### config.mk
export PLATFORM = sky130hd
export DESIGN_NAME = error_metric_acc
export DESIGN_NICKNAME = d
export VERILOG_FILES = /design/src/rtl/error_metric_acc.sv
export SDC_FILE = /design/constraint.sdc
export NUM_CORES = 2
export LEC_CHECK = 0
export ABC_AREA = 1
export ABC_CLOCK_PERIOD_IN_PS = 10100
export CELL_PAD_IN_SITES_DETAIL_PLACEMENT = 0
export CELL_PAD_IN_SITES_GLOBAL_PLACEMENT = 1
export CORE_ASPECT_RATIO = 0.75
export CORE_MARGIN = 8
export CORE_UTILIZATION = 45
export CTS_BUF_LIST = sky130_fd_sc_hd__clkbuf_8
export DETAILED_ROUTE_END_ITERATION = 7
export PLACE_DENSITY_LB_ADDON = 0.1
export RECOVER_POWER = 100
export SLEW_MARGIN = 20
export SYNTH_ARGS = -nofsm -noshare
export SYNTH_HDL_FRONTEND = slang
export SYNTH_SLANG_ARGS = --single-unit
export TNS_END_PERCENT = 5
### constraint.sdc
create_clock -name Clk -period 10.1 [get_ports Clk]
set_input_delay 2.02 -clock Clk [delete_from_list [all_inputs] [get_ports Clk]]
set_output_delay 2.02 -clock Clk [all_outputs]
set_load 0.02 [all_outputs]
### src/rtl/error_metric_acc.sv
// Streaming error-metric accumulator placed after an approximate adder and its exact reference.
// Three-stage pipeline (difference, |diff| and square, accumulate) with a drain/report handshake.
//
// state   | meaning
// IDLE    | accepting samples; clear and snap are acted on here
// DRAIN   | input stalled until S1-S3 are empty, then snapshot latched
// REPORT  | res_* held with res_valid until res_ready
module error_metric_acc #(
  parameter int WIDTH = 32,
  parameter int CNT_W = 32,
  parameter int SAE_W = 64,
  parameter int SSE_W = 100
) (
  input  logic               Clk,
  input  logic               Rst_n,
  input  logic               in_valid,
  output logic               in_ready,
  input  logic [WIDTH-1:0]   appx,
  input  logic [WIDTH-1:0]   accr,
  input  logic               clear,
  input  logic               snap,
  output logic               res_valid,
  input  logic               res_ready,
  output logic [CNT_W-1:0]   res_count,
  output logic [CNT_W-1:0]   res_err_count,
  output logic [WIDTH-1:0]   res_max_ae,
  output logic [SAE_W-1:0]   res_sae,
  output logic [SSE_W-1:0]   res_sse,
  output logic               res_sat
);

  typedef enum logic [1:0] {ST_IDLE, ST_DRAIN, ST_REPORT} state_t;

  localparam logic [CNT_W-1:0] CNT_ONE = CNT_W'(1);
  localparam logic [WIDTH-1:0] W_ONE   = WIDTH'(1);

  state_t state, state_nxt;

  logic clear_now, clear_apply, pend_set, snap_load, clr_pend;
  logic accept, pipe_busy, acc_zero;

  logic               s1_v, s2_v, s3_v;
  logic [WIDTH:0]     s1_diff;
  logic [WIDTH-1:0]   s2_ae, s3_ae;
  logic [2*WIDTH-1:0] s2_sq, s3_sq;

  logic [WIDTH:0]     diff_c;
  logic [WIDTH-1:0]   ae_c;
  logic [2*WIDTH-1:0] ae_ext, sq_c;

  logic [CNT_W-1:0]   count_q, err_q;
  logic [WIDTH-1:0]   max_q;
  logic [SAE_W-1:0]   sae_q;
  logic [SSE_W-1:0]   sse_q;
  logic               sat_q;
  logic [SAE_W:0]     sae_sum;
  logic [SSE_W:0]     sse_sum;
  logic               cnt_full, err_full, err_hit, sae_ovf, sse_ovf;

  // Sign-extend both operands so the difference can never overflow.
  assign diff_c = {appx[WIDTH-1], appx} - {accr[WIDTH-1], accr};
  assign ae_c   = s1_diff[WIDTH] ? (~s1_diff[WIDTH-1:0] + W_ONE) : s1_diff[WIDTH-1:0];
  assign ae_ext = {{WIDTH{1'b0}}, ae_c};
  assign sq_c   = ae_ext * ae_ext;

  assign accept    = in_valid && in_ready;
  assign pipe_busy = s1_v || s2_v || s3_v;
  assign acc_zero  = clear_now || clear_apply;

  always_comb begin
    state_nxt   = state;
    in_ready    = 1'b0;
    res_valid   = 1'b0;
    clear_now   = 1'b0;
    clear_apply = 1'b0;
    pend_set    = 1'b0;
    snap_load   = 1'b0;
    case (state)
      ST_IDLE: begin
        in_ready = !clear;
        if (clear) clear_now = 1'b1;
        else if (snap) state_nxt = ST_DRAIN;
      end
      ST_DRAIN: begin
        pend_set = clear;
        if (!pipe_busy) begin
          snap_load = 1'b1;
          state_nxt = ST_REPORT;
        end
      end
      ST_REPORT: begin
        res_valid = 1'b1;
        pend_set  = clear;
        if (res_ready) begin
          state_nxt   = ST_IDLE;
          clear_apply = clr_pend || clear;
        end
      end
      default: state_nxt = ST_IDLE;
    endcase
  end

  always_ff @(posedge Clk or negedge Rst_n) begin
    if (!Rst_n) begin
      state    <= ST_IDLE;
      clr_pend <= 1'b0;
    end else begin
      state <= state_nxt;
      if (state == ST_REPORT && res_ready) clr_pend <= 1'b0;
      else if (pend_set) clr_pend <= 1'b1;
    end
  end

  always_ff @(posedge Clk or negedge Rst_n) begin
    if (!Rst_n) begin
      s1_v    <= 1'b0;
      s2_v    <= 1'b0;
      s3_v    <= 1'b0;
      s1_diff <= '0;
      s2_ae   <= '0;
      s2_sq   <= '0;
      s3_ae   <= '0;
      s3_sq   <= '0;
    end else begin
      if (clear_now) begin
        s1_v <= 1'b0;
        s2_v <= 1'b0;
        s3_v <= 1'b0;
      end else begin
        s1_v <= accept;
        s2_v <= s1_v;
        s3_v <= s2_v;
      end
      s1_diff <= diff_c;
      s2_ae   <= ae_c;
      s2_sq   <= sq_c;
      s3_ae   <= s2_ae;
      s3_sq   <= s2_sq;
    end
  end

  assign sae_sum  = {1'b0, sae_q} + {{(SAE_W+1-WIDTH){1'b0}}, s3_ae};
  assign sse_sum  = {1'b0, sse_q} + {{(SSE_W+1-2*WIDTH){1'b0}}, s3_sq};
  assign cnt_full = &count_q;
  assign err_full = &err_q;
  assign err_hit  = |s3_ae;
  assign sae_ovf  = sae_sum[SAE_W];
  assign sse_ovf  = sse_sum[SSE_W];

  always_ff @(posedge Clk or negedge Rst_n) begin
    if (!Rst_n) begin
      count_q <= '0;
      err_q   <= '0;
      max_q   <= '0;
      sae_q   <= '0;
      sse_q   <= '0;
      sat_q   <= 1'b0;
    end else if (acc_zero) begin
      count_q <= '0;
      err_q   <= '0;
      max_q   <= '0;
      sae_q   <= '0;
      sse_q   <= '0;
      sat_q   <= 1'b0;
    end else if (s3_v) begin
      if (!cnt_full) count_q <= count_q + CNT_ONE;
      if (err_hit && !err_full) err_q <= err_q + CNT_ONE;
      if (s3_ae > max_q) max_q <= s3_ae;
      sae_q <= sae_ovf ? '1 : sae_sum[SAE_W-1:0];
      sse_q <= sse_ovf ? '1 : sse_sum[SSE_W-1:0];
      // Counters and accumulators stick at all-ones; the flag remembers it.
      if (cnt_full || (err_hit && err_full) || sae_ovf || sse_ovf) sat_q <= 1'b1;
    end
  end

  always_ff @(posedge Clk or negedge Rst_n) begin
    if (!Rst_n) begin
      res_count     <= '0;
      res_err_count <= '0;
      res_max_ae    <= '0;
      res_sae       <= '0;
      res_sse       <= '0;
    end else if (snap_load) begin
      res_count     <= count_q;
      res_err_count <= err_q;
      res_max_ae    <= max_q;
      res_sae       <= sae_q;
      res_sse       <= sse_q;
    end
  end

  assign res_sat = sat_q;

endmodule

==> metrics.txt <==
outcome=finished, violations left; violated checks=max-capacitance violations, max-slew violations; Period minus WS final=9.67 ns; CTS resizes=0; first-pass GRT wire length=400000 um; boundary pin count=roughly 330; CTS tree=done; gpl congestion=0.995; share of cells above drive strength 1=0.0438; CORE AREA=roughly 160000 sq um; I/O Buffers=332; DR vias=63.1k; crit path DAT=10.43 ns; hold_buf cts=0; post-CTS setup buffers=0; Initial DRT Pass Iterations=6; post-DP HPWL=215000 um; Die Span Y=around 370 um; WS Path Type=reg2reg; top-area cell type share of the netlist area=0.255; CTS root buf=clkbuf_8; crit share post-route=0.957; RSZ-0062 raised after global routing=false; Worst-Skew Late Latency=0.93 ns; routed len/inst=between 20 and 25 um; post-synth top area cell=dfrtp_1; FP Rows=approximately 130; largest cells by area after synthesis=dfrtp_1 26%, fa_1 22%, nand2_1 12%, inv_1 11%, ha_1 7.6%; hold crit path type=reg2reg; post-route insts no fill=12.2k; fin area=81700 sq um; critical path launch point type=flop; worst-path maximum fanout=18; Distinct cells, synth=58; Initial DRC Count=5745; synthesized net count=10.9k; cell count after synthesis=9575; critical path capture point type=flop; Clock Skews=0.0935 ns; relative slew slack=-1.93; initial antenna violation count=9; commonest non-fill, non-tap cell in the layout=nand2_1; via density per instance=between 5 and 6; CP max stage delay=1.23 ns; Tot GR Track Use=0.300; largest net degree at the start of global routing=191; critical path's slowest cell=clkbuf_1; Post-DRT Antenna Nets=0; # fillers=16.3k; cell with the most instances on the worst path=fa_1; Slew @ Worst Pin=4.39 ns; Nets=11.2k; Top Family by Delay on Critical Path=adder cells; Final Hold Vio Count=0; H-Tree Level Count=4; Sink Count=748; Clock Tree Buf Depth=3; FFs w/ async S/R, synth=1.00; Critical path buffers and inverters=10; total negative setup slack=0 ns; EDFF count, synth=0; max-slew violations=1190; Max-Cap Viols=16; area delta synth->final=11.5%; dpl cells=11.9k; endpoints failing setup=0; number of global-route vias before repair=about 63k; initial core utilization=0.452; Avg Synthesized Cell Area=roughly 7.7 sq um; Mapped Area=~73000 sq um; register area share after synthesis=0.255; Crit path required time=10.86 ns; Worst-path clk slew=0.07 ns; Num CTS Buffers=about 130; Die ar.=roughly 180000 sq um; register bit total from synthesis=~750; gr ovfl total=0; Min Hold Slack=0.328 ns; die width=roughly 480 um; Area after DPL=78900 sq um; drt total wl=265000 um; DRC violations left=0; FMAX=between 100 and 150 MHz; commonest cells after routing, fill and taps aside=2420 x nand2_1, 2219 x inv_1, 797 x fa_1; Yosys warnings=0; Main synth FF type=dfrtp_1
## cell type report
| type | count | area (sq um) | share of cell area |
|---|---|---|---|
| Clock buffer | 169 | 2330 | 0.0285 |
| Timing Repair Buffer | 411 | 3880 | 0.0475 |
| Sequential cell | 748 | 18700 | 0.229 |
| Antenna cell | 4 | 10.0 | 0.000122 |
| Clock inverter | 67 | 631 | 0.00771 |
| Multi-Input combinational cell | 6381 | 45100 | 0.552 |
| Inverter | 2225 | 8370 | 0.102 |
| Tap cell | 2145 | 2680 | 0.0328 |
## routing by layer
| layer | part of all wire | track usage | vias to the layer above |
|---|---|---|---|
| met1 | 0.49 | 0.468 | 30800 |
| li1 | - | - | 29600 |
| met4 | 0.027 | 0.0734 | 0 |
| met2 | 0.40 | 0.429 | 2372 |
| met3 | 0.084 | 0.0546 | 359 |
| met5 | 0 | 0 | - |
## synthesized netlist by cell type, types with 102 or more instances
cell type	count
o21ai_0	492
nand2_1	2417
fa_1	797
dfrtp_1	748
nor2_1	798
nor3_1	107
inv_1	2190
a21oi_1	228
xor2_1	158
nand3_1	396
clkbuf_1	102
ha_1	448
## flip-flops by register name (all words and copies together), names as in the netlist, 33 cells and up
name     cells
res_sae     64
res_sse    100
s1_diff     33
s2_sq       63
s3_sq       63
sae_q       64
sse_q      100
## final timing paths
path / start / to / slack [ns] / cells after the start
worst max-delay path: s1_diff[0] / s2_sq[38] / 0.43 / 32
worst min-delay path: s2_sq[14] / s3_sq[14] / 0.33 / 0
worst max register to register: s1_diff[0] / s2_sq[38] / 0.43 / 32
worst min register to register: s2_sq[14] / s3_sq[14] / 0.33 / 0
max in group asynchronous: Rst_n / res_sse[57] / 1.56 / 3
min in group asynchronous: Rst_n / err_q[11] / 2.68 / 1
## kinds of logic (layout without fill, tap and decap cells)
family / Yosys count / count (layout) / synth area share
compound gates: 936 / 936 / 0.0686
xor+xnor: 208 / 208 / 0.0253
fa+ha+maj: 1245 / 1245 / 0.294
buf+inv: 2446 / 2872 / 0.129
flops: 748 / 748 / 0.255
mux: 25 / 25 / 0.00384
other cells: 0 / 4 / 0
simple gates: 3967 / 3967 / 0.224
## worst reg2reg max path, delay by kind of cell (launching register included)
kind                     cells  cell delay [ns]
AND/OR/NAND/NOR              9             1.65
flip-flops                   1             0.55
buffers and inverters       10             1.92
AO/OA/AOI/OAI                3             0.61
XOR/XNOR                     1             0.26
adder cells (fa/ha/maj)      9             4.57
## stage by stage
step | worst slack [ns] | util
floorplan | 2.05 | -
global placement | 0.363 | 0.487
detailed placement | 0.468 | 0.487
CTS | 0.436 | 0.505
global route | 0.0725 | 0.504
finish | 0.430 | 0.504
Power is not shown: default switching activity piles up to over one toggle a cycle in this logic, so the estimate is an artifact.
